## src/rtl/snake_pkg.sv

```systemverilog
// snake_pkg: shared encodings for the snake step controller.
//   dir_e   - committed heading codes (UP=00, DOWN=01, RIGHT=10, LEFT=11)
//   state_e - controller state codes (IDLE=00, RUN=01, PAUSE=10, OVER=11)
//   opposite() - reverse heading; the codes pair up on bit 0 within each axis
package snake_pkg;

    typedef enum logic [1:0] {
        DIR_UP    = 2'b00,
        DIR_DOWN  = 2'b01,
        DIR_RIGHT = 2'b10,
        DIR_LEFT  = 2'b11
    } dir_e;

    typedef enum logic [1:0] {
        ST_IDLE  = 2'b00,
        ST_RUN   = 2'b01,
        ST_PAUSE = 2'b10,
        ST_OVER  = 2'b11
    } state_e;

    function automatic dir_e opposite(input dir_e d);
        return dir_e'({d[1], ~d[0]});
    endfunction

endpackage

```

## src/rtl/snake_step_ctrl_if.sv

```systemverilog
// snake_step_ctrl_if: button/event inputs and step/heading outputs of the
// snake step controller.
//   master - the game side: drives buttons and events, observes outputs
//   slave  - the controller itself
interface snake_step_ctrl_if;
    logic       up;
    logic       down;
    logic       right;
    logic       left;
    logic       start;
    logic       pause;
    logic       collision;
    logic       grow;
    logic [1:0] direction;
    logic       step;
    logic [1:0] state;
    logic       turn_drop;

    modport master (
        output up, down, right, left, start, pause, collision, grow,
        input  direction, step, state, turn_drop
    );

    modport slave (
        input  up, down, right, left, start, pause, collision, grow,
        output direction, step, state, turn_drop
    );
endinterface

```

## src/rtl/snake_step_ctrl_turn_fifo.sv

```systemverilog
// turn_fifo: 2-entry x 2-bit queue of pending turns.
//   clk, rst         - clock, synchronous active-high reset
//   push_i, din_i    - append a turn (caller guarantees a free slot or a pop)
//   pop_i            - drop the head (caller guarantees non-empty)
//   flush_i          - empty the queue; wins over push/pop
//   head_o, tail_o   - oldest / newest entry
//   count_o          - number of valid entries (0..2)
module turn_fifo
    import snake_pkg::*;
(
    input  logic       clk,
    input  logic       rst,
    input  logic       push_i,
    input  logic       pop_i,
    input  logic       flush_i,
    input  dir_e       din_i,
    output dir_e       head_o,
    output dir_e       tail_o,
    output logic [1:0] count_o
);
    dir_e       mem_q [2];
    dir_e       mem_d [2];
    logic [1:0] count_q, count_d;

    // Entry 0 is always the head; a pop shifts entry 1 down.
    always_comb begin
        mem_d   = mem_q;
        count_d = count_q;
        if (flush_i) begin
            count_d = 2'd0;
        end else begin
            case ({push_i, pop_i})
                2'b10: begin
                    mem_d[count_q[0]] = din_i;
                    count_d           = count_q + 2'd1;
                end
                2'b01: begin
                    mem_d[0] = mem_q[1];
                    count_d  = count_q - 2'd1;
                end
                2'b11: begin
                    if (count_q == 2'd2) begin
                        mem_d[0] = mem_q[1];
                        mem_d[1] = din_i;
                    end else begin
                        mem_d[0] = din_i;
                    end
                end
                default: ;
            endcase
        end
    end

    always_ff @(posedge clk) begin
        if (rst) begin
            mem_q[0] <= DIR_RIGHT;
            mem_q[1] <= DIR_RIGHT;
            count_q  <= 2'd0;
        end else begin
            mem_q   <= mem_d;
            count_q <= count_d;
        end
    end

    assign head_o  = mem_q[0];
    assign tail_o  = (count_q == 2'd2) ? mem_q[1] : mem_q[0];
    assign count_o = count_q;
endmodule

```

## src/rtl/snake_step_ctrl.sv

```systemverilog
// snake_step_ctrl: game state machine, move-step timer and buffered turn
// handling for a snake game.
//   clk, rst - clock, synchronous active-high reset
//   bus      - snake_step_ctrl_if.slave: buttons up/down/right/left (levels),
//              start/pause/collision/grow (pulses); direction, step, state,
//              turn_drop outputs
// Parameters: TICK_DIV (base step period), MIN_DIV (fastest period),
// SPEED_STEP (period decrement per grow).
// Build option: SNAKE_SPEEDUP_EN enables grow-driven speed-up; without it the
// step period is fixed at TICK_DIV and grow is ignored.
//
// state    | meaning
// ---------+--------------------------------------------
// ST_IDLE  | waiting for start, heading RIGHT, timer cleared
// ST_RUN   | timer running, steps emitted, presses accepted
// ST_PAUSE | timer held, presses ignored
// ST_OVER  | collision seen, waiting for start to return to idle
module snake_step_ctrl
    import snake_pkg::*;
#(
    parameter int TICK_DIV   = 25000000,
    parameter int MIN_DIV    = 5000000,
    parameter int SPEED_STEP = 1000000
) (
    input logic               clk,
    input logic               rst,
    snake_step_ctrl_if.slave  bus
);
    localparam int DW = $clog2(TICK_DIV + 1);

    state_e          state_q, state_d;
    dir_e            dir_q, dir_d;
    logic [3:0]      prev_q;
    logic [DW-1:0]   cnt_q, cnt_d;
    logic            step_q, step_d;
    logic            drop_q, drop_d;
    logic [DW-1:0]   cur_div;

    logic [3:0]      btn, edges;
    logic            press_vld;
    dir_e            press_dir;
    logic            running, tc, collide, do_step, restart;
    logic            push, pop, turn_ok;
    dir_e            ref_dir, head, tail;
    logic [1:0]      count;

    assign btn   = {bus.up, bus.down, bus.right, bus.left};
    assign edges = btn & ~prev_q;

    always_comb begin
        press_vld = |edges;
        press_dir = DIR_LEFT;
        if (edges[3])      press_dir = DIR_UP;
        else if (edges[2]) press_dir = DIR_DOWN;
        else if (edges[1]) press_dir = DIR_RIGHT;
    end

    turn_fifo u_fifo (
        .clk     (clk),
        .rst     (rst),
        .push_i  (push),
        .pop_i   (pop),
        .flush_i (restart),
        .din_i   (press_dir),
        .head_o  (head),
        .tail_o  (tail),
        .count_o (count)
    );

    always_comb begin
        running = (state_q == ST_RUN);
        tc      = running && (cnt_q == cur_div - DW'(1));
        collide = running && bus.collision;
        do_step = tc && !collide;
        restart = (state_q == ST_OVER) && bus.start;
        pop     = do_step && (count != 2'd0);
        // A press is judged against the last queued turn so that two quick
        // presses cannot add up to a reversal.
        ref_dir = (count != 2'd0) ? tail : dir_q;
        turn_ok = (press_dir != ref_dir) && (press_dir != opposite(ref_dir))
                  && ((count != 2'd2) || pop);
        push    = running && press_vld && turn_ok;
        drop_d  = running && press_vld && !turn_ok;
        step_d  = do_step;

        state_d = state_q;
        case (state_q)
            ST_IDLE:  if (bus.start) state_d = ST_RUN;
            ST_RUN:   if (bus.collision) state_d = ST_OVER;
                      else if (bus.pause) state_d = ST_PAUSE;
            ST_PAUSE: if (bus.pause) state_d = ST_RUN;
            ST_OVER:  if (bus.start) state_d = ST_IDLE;
            default:  state_d = ST_IDLE;
        endcase

        dir_d = dir_q;
        if (restart)  dir_d = DIR_RIGHT;
        else if (pop) dir_d = head;

        cnt_d = cnt_q;
        if (state_q != ST_PAUSE) begin
            if (!running || collide || tc) cnt_d = '0;
            else                           cnt_d = cnt_q + DW'(1);
        end
    end

`ifdef SNAKE_SPEEDUP_EN
    // pend_q collects grow decrements; cur_div_q only picks it up at a wrap so
    // the interval in progress keeps its length.
    logic [DW-1:0] cur_div_q, cur_div_d, pend_q, pend_d;

    always_comb begin
        pend_d    = pend_q;
        cur_div_d = cur_div_q;
        if (restart) begin
            pend_d    = DW'(TICK_DIV);
            cur_div_d = DW'(TICK_DIV);
        end else begin
            if (running && bus.grow) begin
                if (32'(pend_q) >= 32'(MIN_DIV) + 32'(SPEED_STEP))
                    pend_d = pend_q - DW'(SPEED_STEP);
                else
                    pend_d = DW'(MIN_DIV);
            end
            if (do_step) cur_div_d = pend_d;
        end
    end

    always_ff @(posedge clk) begin
        if (rst) begin
            pend_q    <= DW'(TICK_DIV);
            cur_div_q <= DW'(TICK_DIV);
        end else begin
            pend_q    <= pend_d;
            cur_div_q <= cur_div_d;
        end
    end

    assign cur_div = cur_div_q;
`else
    logic unused_grow;
    assign unused_grow = bus.grow;
    assign cur_div     = DW'(TICK_DIV);
`endif

    always_ff @(posedge clk) begin
        if (rst) begin
            state_q <= ST_IDLE;
            dir_q   <= DIR_RIGHT;
            prev_q  <= 4'b0;
            cnt_q   <= '0;
            step_q  <= 1'b0;
            drop_q  <= 1'b0;
        end else begin
            state_q <= state_d;
            dir_q   <= dir_d;
            prev_q  <= btn;
            cnt_q   <= cnt_d;
            step_q  <= step_d;
            drop_q  <= drop_d;
        end
    end

    assign bus.direction = dir_q;
    assign bus.step      = step_q;
    assign bus.state     = state_q;
    assign bus.turn_drop = drop_q;
endmodule

```

## src/flat_wrapper.sv

```systemverilog
// flat-port wrapper written by rule: the top's interface ports become plain ports
module snake_step_ctrl_flat import snake_pkg::*;
#(
    parameter int TICK_DIV   = 25000000,
    parameter int MIN_DIV    = 5000000,
    parameter int SPEED_STEP = 1000000
)
  (clk, rst, bus_up, bus_down, bus_right, bus_left, bus_start, bus_pause, bus_collision, bus_grow, bus_direction, bus_step, bus_state, bus_turn_drop);
  snake_step_ctrl_if bus_i ();
  input logic clk;
  input logic rst;
  input wire logic [$bits(bus_i.up)-1:0] bus_up;
  input wire logic [$bits(bus_i.down)-1:0] bus_down;
  input wire logic [$bits(bus_i.right)-1:0] bus_right;
  input wire logic [$bits(bus_i.left)-1:0] bus_left;
  input wire logic [$bits(bus_i.start)-1:0] bus_start;
  input wire logic [$bits(bus_i.pause)-1:0] bus_pause;
  input wire logic [$bits(bus_i.collision)-1:0] bus_collision;
  input wire logic [$bits(bus_i.grow)-1:0] bus_grow;
  output wire logic [$bits(bus_i.direction)-1:0] bus_direction;
  output wire logic [$bits(bus_i.step)-1:0] bus_step;
  output wire logic [$bits(bus_i.state)-1:0] bus_state;
  output wire logic [$bits(bus_i.turn_drop)-1:0] bus_turn_drop;
  assign bus_i.up = bus_up;
  assign bus_i.down = bus_down;
  assign bus_i.right = bus_right;
  assign bus_i.left = bus_left;
  assign bus_i.start = bus_start;
  assign bus_i.pause = bus_pause;
  assign bus_i.collision = bus_collision;
  assign bus_i.grow = bus_grow;
  assign bus_direction = bus_i.direction;
  assign bus_step = bus_i.step;
  assign bus_state = bus_i.state;
  assign bus_turn_drop = bus_i.turn_drop;
  snake_step_ctrl #(.TICK_DIV(TICK_DIV), .MIN_DIV(MIN_DIV), .SPEED_STEP(SPEED_STEP)) u_core (.clk(clk), .rst(rst), .bus(bus_i));
endmodule
```

## config.mk

```make
export PLATFORM = sky130hd
export DESIGN_NAME = snake_step_ctrl_flat
export DESIGN_NICKNAME = d
export VERILOG_FILES = /design/src/rtl/snake_pkg.sv /design/src/rtl/snake_step_ctrl_if.sv /design/src/rtl/snake_step_ctrl_turn_fifo.sv /design/src/rtl/snake_step_ctrl.sv /design/src/flat_wrapper.sv
export SDC_FILE = /design/constraint.sdc
export NUM_CORES = 1
export LEC_CHECK = 0
export BUFFER_PORTS_ARGS = -buffer_cell sky130_fd_sc_hd__buf_2
export CORE_MARGIN = 2
export CORE_UTILIZATION = 53
export DETAILED_ROUTE_END_ITERATION = 7
export GPL_TIMING_DRIVEN = 0
export PLACE_DENSITY = 0.8
export SYNTH_ARGS = -nofsm -noshare
export SYNTH_HDL_FRONTEND = slang
export SYNTH_SLANG_ARGS = --single-unit
```

## constraint.sdc

```tcl
create_clock -name clk -period 3 [get_ports clk]
set_clock_uncertainty 0.05 [all_clocks]
set_input_delay 0.15 -clock clk [delete_from_list [all_inputs] [get_ports clk]]
set_output_delay 0.15 -clock clk [all_outputs]
set_load 0.02 [all_outputs]
```

==> summary.txt <==
Placed design
  – Final weighted congestion in routability-driven placement: 0.764
  – HPWL reported at the end of detailed placement: 2.59 mm
  – Count of buffers inserted at the top-level ports: 14
  – Post-placement worst setup slack: -0.193 ns

Run status
  – Status: finished, final reports clean

Logic synthesis
  – Most frequently used cell type in the post-synthesis netlist: sky130_fd_sc_hd__nor2_1
  – Net count of the mapped netlist: 249
  – Number of distinct library cells after synthesis: 45
  – Number of standard cells after synthesis: 234
  – Most used flip-flop cell after synthesis: sky130_fd_sc_hd__dfxtp_1
  – Cell accounting for the most synthesized area: sky130_fd_sc_hd__dfxtp_1
  – Netlist Area Pre-Place: 2020 um^2
  – Mean cell area of the mapped netlist: 8.64 um^2
  – Fraction of synthesized cell area taken by the top area cell type: 40.6%
  – Yosys synthesis warning count: 0
  – Top area cells in the synthesized netlist: sky130_fd_sc_hd__dfxtp_1 (41%), sky130_fd_sc_hd__nor2_1 (7.8%), sky130_fd_sc_hd__xnor2_1 (7.4%)
  – Sequential cell area fraction in the yosys report: 40.6%
  – Flops & latches, synth: 41
  – Fraction of synthesis flops using an asynchronous set or reset pin: 0%
  – Number of synthesized flops with an enable pin: 0
  – Top cells by instance count after synthesis: sky130_fd_sc_hd__nor2_1 (42), sky130_fd_sc_hd__dfxtp_1 (41), sky130_fd_sc_hd__xnor2_1 (17)

Die
  – Die W: approximately 66 um
  – Row count: 22
  – Die area: roughly 4300 um^2
  – Initial core utilization: a little under three fifths
  – Boundary Pins: 16
  – CORE AREA: 3660 um^2
  – Vertical die dimension: 65.7 um

Global routing
  – Maximum number of pins on one net before global-route repair: 12
  – Residual overflow from global routing: 0
  – GRT Util Overall: 20.6%
  – Number of antenna violations at the first check in global routing: 0
  – Vias in the first global route: around 1600
  – Wire length of the first global-routing pass: 6.87 mm

Setup path
  – Crit Path Max Fanout: 4
  – Cell with the most instances on the worst path: sky130_fd_sc_hd__ha_4
  – WP data arrival: between 3 and 4 ns
  – Slowest CP cell: sky130_fd_sc_hd__or4_4
  – Delay of the slowest cell on the worst path: between 0.5 and 0.6 ns
  – Startpoint Class: flop
  – Kind of capture point of the worst setup path: flop
  – Crit-path cells: ha_4 > or3b_4 > or4_4 > nor2_4 > buf_6 > o21ai_4 > inv_2 > ha_4 > nand3b_1 > a21oi_2 > mux2_4 > nor2_2
  – Path type of the worst setup path: reg -> reg
  – Req. time, crit path: 3.19 ns

STA
  – Worst Slack Setup Final: 0.0628 ns
  – Final min period: 2.94 ns
  – Normalized max-slew margin: 59.1%
  – Total setup violations reported at the end of the flow: 0
  – Final Hold Fails: 0
  – Share of the cycle needed by the critical path after routing: 97.9%
  – Transition time of the tightest slew-check pin: 0.607 ns
  – FMAX: 0.340 GHz
  – Number of max-slew violations in the final report: 0
  – Unrepaired setup endpoints after global routing: yes

Routing
  – Total DRC errors in the routed layout: 0
  – Via-per-instance ratio: 5.31
  – Number of vias in the routed layout: 1661
  – Wire per inst: 12.9 um
  – First-pass iteration count of the detailed router: 5
  – DRT antenna net count: 0
  – Count of routing violations after the opening detailed-route iteration: 125
  – Aggregate routed wire length: between 4 and 5 mm

Finish
  – Inserted Diodes: 0
  – Share of final-layout standard cells stronger than drive strength 1: between 20% and 30%
  – Number of nets in the layout: 280
  – Growth of design area from synthesis to finish: 18.3%

Clocking
  – CTS max path bufs: 2
  – CTS root buf: sky130_fd_sc_hd__clkbuf_8
  – Number of buffers created by CTS: 5
  – Clock-pin transition on the worst setup and hold timing paths: 0.08 ns
  – Later-pin clock latency in the skew report: 0.29 ns
  – TritonCTS clock tree: built
  – # hold bufs at CTS: 0
  – H-tree Lvls: 2
  – Sink Count: 41

Pwr
  – Power after layout: 1.04 mW
  – Static leakage power: 0.821 nW
  – Highest ir drop seen on vdd: 248 uV
  – PwrDens: 437 nW/um^2

Run
  – Maxcap violations: 0

Hold path
  – Type of the tightest min-delay check: in -> reg
==> cells in the final DEF, fill, tap and decap left out, drive strengths merged, types with 2 or more instances in the layout <==
| cell | count |
|---|---|
| nor2b | 6 |
| mux2i | 3 |
| xnor2 | 17 |
| dfxtp | 41 |
| or4b | 2 |
| or2 | 2 |
| nand3 | 4 |
| nor4 | 4 |
| xor2 | 11 |
| nor2 | 43 |
| and2 | 4 |
| inv | 9 |
| nor3 | 3 |
| buf | 27 |
| a21oi | 5 |
| and3 | 3 |
| ha | 5 |
| clkbuf | 12 |
| nand2b | 6 |
| nand4 | 11 |
| and4 | 3 |
| nand3b | 2 |
| nand2 | 12 |
| a211o | 3 |
| o21ai | 11 |
| nor3b | 3 |
==> logic make-up (layout without fill, tap and decap cells) <==
| family | after synthesis | in the layout | share of synthesized area (%) |
|---|---|---|---|
| multiplexers | 4 | 4 | 2.04 |
| adder cells (fa/ha/maj) | 5 | 5 | 3.10 |
| AO/OA/AOI/OAI | 27 | 27 | 8.73 |
| buffers and inverters | 17 | 48 | 3.90 |
| flip-flops | 41 | 41 | 40.6 |
| XOR/XNOR | 28 | 28 | 12.1 |
| AND/OR/NAND/NOR | 112 | 112 | 29.5 |
==> what timing repair did <==
item                                    4_1_cts  5_1_grt
pin swaps                                     5        6
endpoints found under the hold margin         0        0
setup buffers                                 6        4
resized for setup                             4       17
endpoints found under the setup margin        4        4
==> metal layers <==
layer | routed length (um) | vias to the layer above | global-route usage, %
li1 | - | 866 | -
met1 | 1890 | 763 | 27.4
met2 | 1910 | 27 | 32.2
met3 | 176 | 5 | 5.65
met4 | 47 | 0 | 7.03
met5 | 0 | - | 0
==> path summary, 6_finish.rpt <==
check / startpoint / endpoint / slack [ns] / cells past startpoint
worst min-delay path: bus_left / u_core.prev_q[0] / 0.03 / 3
worst min register to register: u_core.bus.direction[0] / u_core.bus.direction[0] / 0.45 / 2
worst max register to register: u_core.cnt_q[0] / u_core.u_fifo.mem_q[0] / 0.06 / 12
worst max-delay path: u_core.cnt_q[0] / u_core.u_fifo.mem_q[0] / 0.06 / 12
==> flip-flops by register name, summed over array words and instances (netlist names) <==
register and cells:
u_core.cnt_q 25, u_core.prev_q 4, u_core.bus.direction 2, u_core.bus.state 2, u_core.u_fifo.count_o 2, u_core.u_fifo.head_o 2
u_core.u_fifo.mem_q 2, u_core.bus.step 1, u_core.bus.turn_drop 1
==> through the flow <==
step | cells | util, % | hold slack [ns] | setup TNS, ns | instance area (um^2)
5_1_grt | 313 | 65.3 | 0.0354 | -0.0872 | 2390
4_1_cts | 309 | 62.6 | 0.0260 | 0 | 2290
3_3_place_gp | 296 | 58.7 | 0.327 | -0.245 | 2150
6_report | 313 | 65.3 | 0.0310 | 0 | 2390
2_1_floorplan | 234 | - | 0.228 | 0 | 2020
3_5_place_dp | 296 | 58.7 | 0.340 | -0.385 | 2150
==> report_power, final <==
| part | switching (mW) | internal (mW) |
|---|---|---|
| logic | 0.0647 | 0.0482 |
| clock network | 0.179 | 0.182 |
| registers | 0.0120 | 0.557 |
| total | 0.256 | 0.788 |
==> layout make-up <==
type | count | area [um^2]
Inverter | 9 | 33.8
Buffer | 8 | 45.0
Multi-Input combinational cell | 176 | 1190
Tap cell | 48 | 60.1
Fill cell | 314 | 1270
Timing Repair Buffer | 24 | 149
Sequential cell | 41 | 823
Clock buffer | 7 | 86.3
==> critical path, delay by kind of cell, from the launching register on <==
family / cells / cell delay (ns)
compound gates: 2 / 0.32
fa+ha+maj: 2 / 0.30
buf+inv: 2 / 0.23
flops: 1 / 0.36
mux: 1 / 0.33
simple gates: 5 / 1.31
No activity file was read; power rests on OpenSTA's default activity.
